$ cat config.mk
export PLATFORM = sky130hd
export DESIGN_NAME = apb_muldiv_engine
export DESIGN_NICKNAME = d
export VERILOG_FILES = /design/src/rtl/apb_muldiv_engine.sv
export SDC_FILE = /design/constraint.sdc
export NUM_CORES = 1
export LEC_CHECK = 0
export ABC_AREA = 1
export BUFFER_PORTS_ARGS = -buffer_cell sky130_fd_sc_hd__buf_2
export CORE_ASPECT_RATIO = 1.75
export CORE_MARGIN = 2
export CORE_UTILIZATION = 50
export CTS_CLUSTER_DIAMETER = 100
export DETAILED_ROUTE_END_ITERATION = 10
export PLACE_DENSITY = 0.68
export SYNTH_ARGS = -nofsm -noshare
export SYNTH_HDL_FRONTEND = slang
export SYNTH_SLANG_ARGS = --single-unit
$ cat constraint.sdc
create_clock -name pclk -period 2.59 [get_ports pclk]
set_input_delay 0.518 -clock pclk [delete_from_list [all_inputs] [get_ports pclk]]
set_output_delay 0.518 -clock pclk [all_outputs]
set_load 0.02 [all_outputs]
$ cat src/rtl/apb_muldiv_engine.sv
// apb_muldiv_engine
//   APB2 arithmetic peripheral: signed/unsigned multiply (shift-add) and
//   divide (restoring). Both datapaths retire one operand bit per cycle.
//
// Ports
//   pclk     in   bus and core clock
//   presetn  in   asynchronous active-low reset
//   psel     in   slave select
//   penable  in   APB access phase
//   pwrite   in   1 = write, 0 = read
//   paddr    in   [11:2] word address
//   pwdata   in   write data
//   prdata   out  combinational read data (0xFFFFFFFF when not reading)
//   irq      out  level interrupt = STATUS.done & CTRL.irq_en
//
// Registers (word offsets): 0 OPA, 1 OPB, 2 CTRL {irq_en,op,signed,start},
//   3 STATUS {start_err,div_by_zero,done,busy}, 4 RES_LO, 5 RES_HI.
module apb_muldiv_engine #(
    parameter int WIDTH       = 16,
    parameter bit IRQ_DEFAULT = 1'b0
) (
    input  logic        pclk,
    input  logic        presetn,
    input  logic        psel,
    input  logic        penable,
    input  logic        pwrite,
    input  logic [11:2] paddr,
    input  logic [31:0] pwdata,
    output logic [31:0] prdata,
    output logic        irq
);

    typedef enum logic [1:0] {S_IDLE, S_LOAD, S_CALC, S_FIX} state_e;

    localparam logic [5:0] LAST = 6'(WIDTH - 1);

    state_e state_q, state_d;

    logic [WIDTH-1:0] opa_q, opb_q, res_lo_q, res_hi_q;
    logic             sgn_q, op_q, irq_en_q;
    logic             busy_q, done_q, dbz_q, serr_q;
    logic             done_d, dbz_d, serr_d;

    // Operation shadow and working registers
    logic [WIDTH-1:0] sh_a_q, sh_b_q;
    logic             sh_sgn_q, sh_div_q;
    logic             go_q;              // start accepted, LOAD begins next cycle
    logic [WIDTH-1:0] hi_q, lo_q, mb_q;  // hi: partial product / remainder, lo: multiplier / quotient
    logic             neg_q, rneg_q, bzero_q;
    logic [5:0]       cnt_q;

    // Bus decode
    logic wr, wr_opa, wr_opb, wr_ctrl, wr_stat;
    logic start_req, engaged, accept, start_err;

    assign wr        = psel & penable & pwrite;
    assign wr_opa    = wr & (paddr == 10'd0);
    assign wr_opb    = wr & (paddr == 10'd1);
    assign wr_ctrl   = wr & (paddr == 10'd2);
    assign wr_stat   = wr & (paddr == 10'd3);
    assign start_req = wr_ctrl & pwdata[0];
    assign engaged   = (state_q != S_IDLE) | go_q | busy_q;
    assign accept    = start_req & ~engaged;
    assign start_err = start_req & engaged;

    // FSM: state register
    always_ff @(posedge pclk or negedge presetn) begin
        if (!presetn) state_q <= S_IDLE;
        else          state_q <= state_d;
    end

    // FSM: next state
    always_comb begin
        state_d = state_q;
        case (state_q)
            S_IDLE: if (go_q) state_d = S_LOAD;
            S_LOAD: state_d = S_CALC;
            S_CALC: if (cnt_q == LAST) state_d = S_FIX;
            S_FIX:  state_d = S_IDLE;
            default: state_d = S_IDLE;
        endcase
    end

    // FSM: outputs
    logic enter_load, do_load, do_calc, do_fix;
    always_comb begin
        enter_load = (state_q == S_IDLE) & go_q;
        do_load    = (state_q == S_LOAD);
        do_calc    = (state_q == S_CALC);
        do_fix     = (state_q == S_FIX);
    end

    // Datapath step logic
    logic [WIDTH:0]     add_sum, rem_sh, rem_sub;
    logic               rem_ge;
    logic [2*WIDTH-1:0] product, prod_fix;
    logic [WIDTH-1:0]   mag_a, mag_b, quo_fix, rem_fix;
    logic               sa, sb;

    always_comb begin
        sa       = sh_sgn_q & sh_a_q[WIDTH-1];
        sb       = sh_sgn_q & sh_b_q[WIDTH-1];
        // MIN maps to 2^(WIDTH-1), which still fits as an unsigned magnitude
        mag_a    = sa ? -sh_a_q : sh_a_q;
        mag_b    = sb ? -sh_b_q : sh_b_q;
        add_sum  = {1'b0, hi_q} + (lo_q[0] ? {1'b0, mb_q} : '0);
        rem_sh   = {hi_q, lo_q[WIDTH-1]};
        rem_sub  = rem_sh - {1'b0, mb_q};
        rem_ge   = (rem_sh >= {1'b0, mb_q});
        product  = {hi_q, lo_q};
        prod_fix = neg_q ? -product : product;
        quo_fix  = neg_q ? -lo_q : lo_q;
        rem_fix  = rneg_q ? -hi_q : hi_q;
    end

    // Status next state: a set in the same cycle as a W1C wins
    always_comb begin
        done_d = done_q;
        if (accept)                  done_d = 1'b0;
        if (wr_stat & pwdata[1])     done_d = 1'b0;
        if (do_fix)                  done_d = 1'b1;
        dbz_d = dbz_q;
        if (accept)                  dbz_d = 1'b0;
        if (do_fix)                  dbz_d = sh_div_q & bzero_q;
        serr_d = serr_q;
        if (wr_stat & pwdata[3])     serr_d = 1'b0;
        if (start_err)               serr_d = 1'b1;
    end

    always_ff @(posedge pclk or negedge presetn) begin
        if (!presetn) begin
            opa_q    <= '0;
            opb_q    <= '0;
            res_lo_q <= '0;
            res_hi_q <= '0;
            sgn_q    <= 1'b0;
            op_q     <= 1'b0;
            irq_en_q <= IRQ_DEFAULT;
            busy_q   <= 1'b0;
            done_q   <= 1'b0;
            dbz_q    <= 1'b0;
            serr_q   <= 1'b0;
            sh_a_q   <= '0;
            sh_b_q   <= '0;
            sh_sgn_q <= 1'b0;
            sh_div_q <= 1'b0;
            go_q     <= 1'b0;
            hi_q     <= '0;
            lo_q     <= '0;
            mb_q     <= '0;
            neg_q    <= 1'b0;
            rneg_q   <= 1'b0;
            bzero_q  <= 1'b0;
            cnt_q    <= '0;
        end else begin
            done_q <= done_d;
            dbz_q  <= dbz_d;
            serr_q <= serr_d;
            go_q   <= accept;
            if (wr_opa) opa_q <= pwdata[WIDTH-1:0];
            if (wr_opb) opb_q <= pwdata[WIDTH-1:0];
            if (wr_ctrl) begin
                sgn_q    <= pwdata[1];
                op_q     <= pwdata[2];
                irq_en_q <= pwdata[3];
            end
            // signed/op come from the start write itself so one CTRL write
            // both configures and launches the operation
            if (accept) begin
                sh_a_q   <= opa_q;
                sh_b_q   <= opb_q;
                sh_sgn_q <= pwdata[1];
                sh_div_q <= pwdata[2];
            end
            if (enter_load) busy_q <= 1'b1;
            if (do_load) begin
                lo_q    <= mag_a;
                mb_q    <= mag_b;
                hi_q    <= '0;
                neg_q   <= sa ^ sb;
                rneg_q  <= sa;
                bzero_q <= (sh_b_q == '0);
                cnt_q   <= '0;
            end
            if (do_calc) begin
                cnt_q <= cnt_q + 6'd1;
                if (sh_div_q) begin
                    hi_q <= rem_ge ? rem_sub[WIDTH-1:0] : rem_sh[WIDTH-1:0];
                    lo_q <= {lo_q[WIDTH-2:0], rem_ge};
                end else begin
                    hi_q <= add_sum[WIDTH:1];
                    lo_q <= {add_sum[0], lo_q[WIDTH-1:1]};
                end
            end
            if (do_fix) begin
                busy_q <= 1'b0;
                if (!sh_div_q) begin
                    res_lo_q <= prod_fix[WIDTH-1:0];
                    res_hi_q <= prod_fix[2*WIDTH-1:WIDTH];
                end else if (bzero_q) begin
                    res_lo_q <= '1;
                    res_hi_q <= sh_a_q;
                end else begin
                    res_lo_q <= quo_fix;
                    res_hi_q <= rem_fix;
                end
            end
        end
    end

    assign irq = done_q & irq_en_q;

    always_comb begin
        prdata = '1;
        if (psel && !pwrite) begin
            prdata = '0;
            case (paddr)
                10'd0: prdata[WIDTH-1:0] = opa_q;
                10'd1: prdata[WIDTH-1:0] = opb_q;
                10'd2: prdata[3:1]       = {irq_en_q, op_q, sgn_q};
                10'd3: prdata[3:0]       = {serr_q, dbz_q, done_q, busy_q};
                10'd4: prdata[WIDTH-1:0] = res_lo_q;
                10'd5: prdata[WIDTH-1:0] = res_hi_q;
                default: prdata = '1;
            endcase
        end
    end

    logic unused_bits;
    assign unused_bits = ^{pwdata, rem_sub[WIDTH]};

endmodule
# [Word level (Yosys, flattened, before mapping)]
# Cells that the tools add are included.
[op_classes] add_sub_neg=8 multipliers=0 div=0 order_cmp=1 eq_ne=11 shifts=0 mux=35 bitwise_logic=20 n_reduce_logical=14
[ops] op="two-way mux 16 bit" n=17
[ops] op="two-way mux 32 bit" n=2
[ops] op="negator 16 bit" n=4
[ops] op="one-hot mux 12 bit (5 select lines)" n=1
[ops] op="negator 32 bit" n=1
[ops] op="== test 10 x 2 -> 1 bit, second input constant" n=2
[ops] op="== test 10 x 3 -> 1 bit, second input constant" n=2
[ops] op="one-hot mux 3 bit (6 select lines)" n=1
[ops] op="adder 16 x 16 -> 17 bit" n=1
[ops] op=">= comparator 17 x 16 -> 1 bit" n=1
[ops] op="AND 1 bit" n=16
[ops] op="zero test 16 bit" n=1
[ops] op="subtractor 16 bit" n=1
[ops] op="two-way mux 6 bit" n=2
[ops] op="== test 10 x 1 -> 1 bit, second input constant" n=1
[ops] op="zero test 10 bit" n=1
[ops] op="nonzero test 2 bit" n=5
[ops] op="two-way mux 1 bit" n=8
[ops] op="one-hot mux 2 bit (4 select lines)" n=1
[ops] op="adder 6 x 1 -> 6 bit, second input constant" n=1
[ops] op="== test 6 x 4 -> 1 bit, second input constant" n=1
[ops] op="one-hot mux 1 bit (6 select lines)" n=1
[ops] op="OR reduction 6 bit" n=1
[ops] op="== test 2 bit, second input constant" n=2
[ops] op="13 further kinds" n=15
[word_totals] register_bits=165 latch_bits=0 ram_bits=0 mem_bits_ro=0 in_bits=47 output_inout_bits=33 word_cells=113 n_memories=0

# [Longest topological paths before layout]
# Gate-level depths: netlist of the first run.
[depth] word_depth=8 mapped_depth=20

# [Worst setup path before layout of the first run]
# OpenSTA, ideal clock, no wires.
[synth_timing] path_kind="in2out" from="input paddr[9] (netlist bit)" to="output prdata[10]" arrival_ps=1868 slack_ps=204 path_stages=11 cell_sequence="nor2_1 nand2_1 inv_1 nand4_4 nand2_1 nor2_1 nand3_1 nand2_2 clkinv_2 buf_6 nand2_1"
[synth_between] elab_chain_len=4 elab_cells_between_ends=9 cone_classes="eq/ne (5); mux (2); reduce/logical (2)"
[synth_rtl] item="from (decl)" line="27" rtl="input logic [11:2] paddr,"
[synth_rtl] item="== test 10 x 2 -> 1 bit" line="217" rtl="case (paddr)"
[synth_rtl] item="OR reduction 2 bit (no line)"
[synth_rtl] item="one-hot mux 12 bit (5 select lines) *" line="217"
[synth_rtl] item="two-way mux 32 bit *" line="215" rtl="if (psel && !pwrite) begin"
[synth_rtl] item="to (decl)" line="29" rtl="output logic [31:0] prdata,"
# Every way passes the cells marked *; elsewhere a longest branch is shown, timed or not.

# [Worst setup path after layout of the first run]
[layout_timing] from="input paddr[11] (netlist bit)" to="output prdata[12]"
# The elaborated chain is that of the path after synthesis.

==> results.cfg, run 1 <==
[status]
status = finished, final reports clean

[setup_path]
r2r_start = lo_q[0]$_DFFE_PN0P_
crit_path_end_kind = output pin
worst_setup_path_start_kind = primary input
r2r_setup_slack_ns = 0.19
crit_path_max_fanout = 12
path_class = primary input to output pin
reg2regPathDepth = 13
cp.arrival_ns = 1.95
required_ns = 2.07
r2r-end = hi_q[13]$_DFFE_PN0P_

[clock_network]
cts-htree-levels = 4
clock-sinks = 165
numCtsBuffers = 17
cts_tree = yes
clockBufferDepth = 2
insertion_delay_ns = 0.45
path_clk_slew_ns = 0.07
cts_root_buf = clkbuf_16

[floorplanning]
die-area_um2 = 25500
io_pins = 80
num_rows = 75
coreArea_um2 = 23800
dieWidth_um = 122
die_h_um = 210
initial_utilization = 0.507

[detailed_routing]
wirelength_um = 41300
num_vias = 12300
first_pass_iters = 5
wl_per_cell_um = 19.1
drc = 0
vias_per_cell = 5.66
drt_iter0_markers = 871
antenna_left = 0

[hold_path]
min_to = sgn_q$_DFFE_PN0P_
min_path_cells = 3
hold_class = primary input to register
min-delay-start = pwdata[1]

[global_route]
grt_pass1_wl_um = 64500
grt_pass1_vias = 12300
overflow = 0
grt_max_degree = 71
grt_usage = 0.334
antenna_found_initial = 0

[sta]
setup_violations = 0
max_freq_ghz = 0.406
tightest_slew_ns = 0.793
drv_slew = 0
slew_headroom = 0.470
fin_tns_setup_ns = 0
fin_skew_ns = 0.00975
period_share = 0.952
hold_violations = 0
layout_min_cycle_time_ns = 2.46

[final_layout]
layout_commonest_cell = nand2_1
instances_no_fill = 2170
layout-drive-gt1-share = 0.125
finalNetCount = 1940
area_growth_pct = 11.9
antenna_cells = 0
fin_util = 0.568
final_cell_mix = 447 x nand2_1, 283 x inv_1, 163 x nand3_1, 163 x dfrtp_1, 135 x nor2_1

[yosys]
synthesis.nets = 1875
synth_warnings = 0
synthesis.area_um2 = 12100
ys_ff_latch = 165
yosysSeqAreaShare = 0.341
ys_types = 55
synth-async-reset-ratio = 1.00
synth_ff_type = dfrtp_1
synth_edf_count = 0
syn_area_per_cell_um2 = 6.78
netlist_instances = 1784

[pwr]
p_total_uw = 9140
leakage_uw = 0.00686
pwr_density_cell_nw_per_um2 = 675
vdd_ir_drop_max_v = 0.000551

[place]
gp_congestion = 1.04
io_buffers = 63
dp_hpwl_um = 31900
placed_cells = 2133

[run]
maxCapViolCount = 0
## cells in the mapped netlist (2+ instances only)
master / number / area, um2
nand2_1: 448 / 1680
inv_1: 284 / 1070
dfrtp_1: 165 / 4130
nand3_1: 163 / 816
nor2_1: 137 / 514
o21ai_0: 125 / 626
a21oi_1: 93 / 465
clkbuf_1: 46 / 173
ha_1: 42 / 526
o22ai_1: 34 / 213
o21ai_2: 32 / 280
nand4_1: 22 / 138
nor3_1: 20 / 100
xor2_1: 16 / 140
buf_4: 15 / 113
a22oi_1: 11 / 82.6
a31oi_1: 10 / 62.6
buf_6: 10 / 113
nand3b_1: 9 / 67.6
a32oi_1: 8 / 70.1
buf_1: 8 / 30.0
nor2_2: 8 / 50.1
o21ai_1: 7 / 35.0
inv_2: 6 / 22.5
o211ai_1: 6 / 45.0
o21bai_1: 5 / 37.5
xnor2_1: 5 / 43.8
buf_2: 4 / 20.0
nand2_2: 4 / 25.0
nand3_2: 4 / 40.0
nor4_1: 4 / 25.0
o221ai_1: 3 / 26.3
and2_1: 2 / 12.5
fa_1: 2 / 40.0
nand2_4: 2 / 22.5
nor3_2: 2 / 20.0
o211ai_2: 2 / 25.0
o21a_1: 2 / 15.0
or2_2: 2 / 12.5
## area by class of cell
cell class | count | area, um2
clock buffers | 22 | 474
clock inverters | 10 | 121
fillers | 2394 | 10300
inverters | 292 | 1100
multi-input cells | 1244 | 6440
flip-flops and latches | 165 | 4130
well taps | 308 | 385
repair buffers | 129 | 882
## layer usage
| layer | GRT usage | share of wire | up-vias |
|---|---|---|---|
| met4 | 0.287 | 0.099 | 0 |
| met3 | 0.0524 | 0.049 | 192 |
| met2 | 0.584 | 0.51 | 523 |
| li1 | - | - | 5901 |
| met1 | 0.340 | 0.35 | 5664 |
| met5 | 0 | 0 | - |
## metrics by stage
| stage | instance area [um2] | setup slack (ns) | hold WS, ns |
|---|---|---|---|
| finish | 13500 | 0.125 | 0.294 |
| global route | 13500 | -0.0155 | 0.297 |
| CTS | 13500 | 0.107 | 0.281 |
| detailed placement | 12900 | 0.111 | 0.373 |
| global placement | 12900 | 0.165 | 0.372 |
| floorplan | 12100 | 0.204 | 0.222 |
## power breakdown
group / switching, uW / internal [uW] / leakage (uW)
combinational: 2170 / 958 / 0.00439
sequential: 364 / 3020 / 0.00218
clock: 1120 / 1500 / 0.000291
total: 3650 / 5480 / 0.00686
## worst max path at each step
stage	start	to	depth (start not counted)
4_1_cts	paddr[9]	prdata[2]	12
3_5_place_dp	paddr[9]	prdata[2]	12
2_1_floorplan	paddr[9]	prdata[10]	11
6_report	paddr[11]	prdata[12]	8
5_1_grt	paddr[9]	prdata[13]	10
3_3_place_gp	paddr[7]	prdata[3]	10
## sequential cells by signal (all words and copies together) (netlist names), 2 cells and up
signal / cells
lo_q: 16
opb_q: 16
hi_q: 16
res_hi_q: 16
sh_b_q: 16
sh_a_q: 16
state_q: 2
mb_q: 16
opa_q: 16
cnt_q: 6
res_lo_q: 16
## critical path, stage by stage
cell and delay (ns):
buf_2 0.12, nor4_4 0.38, nand2_2 0.17, buf_4 0.23, o22ai_1 0.18, nor2_1 0.10
nand2_1 0.08, buf_2 0.16
## what timing repair did
item,in CTS,in global routing
hold buffers,1,0
buffers inserted,0,4
endpoints found under the setup margin,0,19
resized for setup,0,9
endpoints found under the hold margin,14,0
## cells by family after synthesis
| family | after synthesis | synth area share |
|---|---|---|
| xor gates and xnor gates | 21 | 0.0152 |
| AOI/OAI and AO/OA | 345 | 0.169 |
| adders and majority gates | 44 | 0.0468 |
| and+or+nand+nor | 834 | 0.300 |
| buffers and inverters | 375 | 0.128 |
| DFF | 165 | 0.341 |
No activity file was read; power rests on OpenSTA's default activity.
==> inputs of run 2 (changes only) <==
ABC_AREA = unset   (was 1)
==> results.cfg, run 2 <==
[yosys]
netlist_instances = 1273
synth_most_common_cell = nand2_1
synthTopCellsByCount = 184 x nand2_1, 165 x dfrtp_1, 134 x nor2_1, 98 x a21oi_1, 82 x o21ai_0
ys_types = 80
synth.largest_area_cell = dfrtp_1
synth_warnings = 0
ys_ff_latch = 165
ys_top_cells_by_area = dfrtp_1 38%, nand2_1 6.4%, ha_1 4.9%, nor2_1 4.6%, a21oi_1 4.5%
yosysSeqAreaShare = 0.381
synthesis.nets = 1364
synth_ff_type = dfrtp_1
syn_area_per_cell_um2 = 8.50
synth-async-reset-ratio = 1.00
synth_top_area_share = 0.381
synth_edf_count = 0
synthesis.area_um2 = 10800

[floorplanning]
die-area_um2 = 22900
coreArea_um2 = 21400
dieWidth_um = 115
initial_utilization = 0.506
io_pins = 80
die_h_um = 199
num_rows = 71

[final_layout]
layout_commonest_cell = nand2_1
seq_area_um2 = 4130
multiInputGateArea_um2 = 6920
antenna_cells = 0
area_growth_pct = 33.6
final_cell_mix = 171 x nand2_1, 161 x dfrtp_1, 156 x buf_4, 126 x nor2_1, 78 x a21oi_1
fillCellCount = 1663
finalNetCount = 1559
layout-drive-gt1-share = 0.326

[sta]
drv_slew = 0
grt_setup_unrepaired = yes
fin_tns_setup_ns = -4.35
layout_min_cycle_time_ns = 2.78
tightest_slew_ns = 0.888
period_share = 1.08
slew_headroom = 0.408
setup_violations = 36
fin_ws_ns = -0.195
fin_skew_ns = 0.00948
hold_violations = 0
max_freq_ghz = 0.359

[detailed_routing]
num_vias = 10600
wl_per_cell_um = 20.5
first_pass_iters = 6
antenna_left = 0
drc = 0
drt_iter0_markers = 686
wirelength_um = 36400
vias_per_cell = 5.98

[clock_network]
clock-sinks = 165
holdBufCountCts = 0
clockBufferDepth = 2
cts_root_buf = clkbuf_16
cts_tree = yes
cts-htree-levels = 4
numCtsBuffers = 17
path_clk_slew_ns = 0.07
insertion_delay_ns = 0.44

[global_route]
busiest_layer = met2
grt_max_degree = 64
overflow = 0
grt_usage = 0.320
grt_pass1_wl_um = 56100
antenna_found_initial = 1
use_met1 = 0.339
met3_usage = 0.0378
grt.met2_usage = 0.585
grt_pass1_vias = 10700

[setup_path]
crit_path_max_fanout = 6
crit_path_end_kind = output pin
required_ns = 2.07
path_class = primary input to output pin
cp.arrival_ns = 2.27
worst_setup_path_start_kind = primary input

[run]
maxCapViolCount = 0

[status]
violations = negative setup slack
status = finished with violations

[pwr]
leakage_uw = 0.00673
vdd_ir_drop_max_v = 0.000747
p_total_uw = 13400
pwr_density_cell_nw_per_um2 = 928

[place]
dp_hpwl_um = 25600
gp_congestion = 0.965
io_buffers = 63

[hold_path]
hold_class = primary input to asynchronous set/reset pin
[run 2: final timing paths]
check,slack (ns),cells after the start,endpoint,from
min reg2reg,0.50,2,serr_q$_DFFE_PN0P_,serr_q$_DFFE_PN0P_
max,-0.19,11,prdata[7],paddr[9]
min in group pclk,0.32,2,opb_q[13]$_DFFE_PN0P_,pwdata[13]
min,0.07,1,opb_q[1]$_DFFE_PN0P_,presetn
max reg2reg,-0.18,13,hi_q[12]$_DFFE_PN0P_,lo_q[15]$_DFFE_PN0P_
max in group asynchronous,1.80,2,cnt_q[4]$_DFFE_PN0P_,presetn
[run 2: layout make-up]
type                            count  share of cell area
Multi-Input combinational cell    957               0.478
Sequential cell                   165               0.286
Timing Repair Buffer              258               0.153
Clock buffer                       19              0.0306
Tap cell                          292              0.0253
Inverter                           69              0.0188
Clock inverter                     13             0.00839
[run 2: kinds of logic after synthesis]
group | after synthesis | share of synthesized area
AO/OA/AOI/OAI | 335 | 0.198
XOR/XNOR | 76 | 0.0615
adder cells (fa/ha/maj) | 44 | 0.0522
buffers and inverters | 151 | 0.0598
flip-flops | 165 | 0.381
multiplexers | 62 | 0.0625
AND/OR/NAND/NOR | 440 | 0.184
[run 2: metrics by stage]
stage	utilization	cell area, um2	worst slack (ns)	cells	hold WS, ns
after global placement	0.586	12500	-0.393	1702	0.465
final	0.676	14500	-0.195	1773	0.0711
after floorplan	-	10900	-0.0190	1273	0.222
after detailed placement	0.586	12500	-0.405	1702	0.479
after CTS	0.649	13900	-0.289	1759	0.0887
after global routing	0.676	14500	-0.320	1773	0.115
[run 2: power by group]
| group | total [uW] | switching, uW | internal [uW] |
|---|---|---|---|
| Combinational | 7420 | 4070 | 3350 |
| Clock | 2500 | 1140 | 1360 |
| Sequential | 3500 | 407 | 3090 |
| Total | 13400 | 5620 | 7800 |
[run 2: critical path, stage by stage]
cell and delay, ns:
buf_6 0.10, nor4_4 0.25, nand2_1 0.12, buf_4 0.15, or2_4 0.27, nor3_4 0.25, buf_6 0.15, clkbuf_16 0.16
a22oi_2 0.07, nand3_1 0.10, buf_6 0.13
[run 2: what timing repair did]
action	4_1_cts	5_1_grt
pin swaps	63	68
endpoints found under the setup margin	38	55
gates resized for setup	138	105
gates cloned	4	1
setup buffers	25	18
[run 2: routing by layer]
layer	routed length (um)	share of wire
met5	0	0
met1	12700	0.35
met3	1430	0.039
met4	2740	0.075
met2	19500	0.54
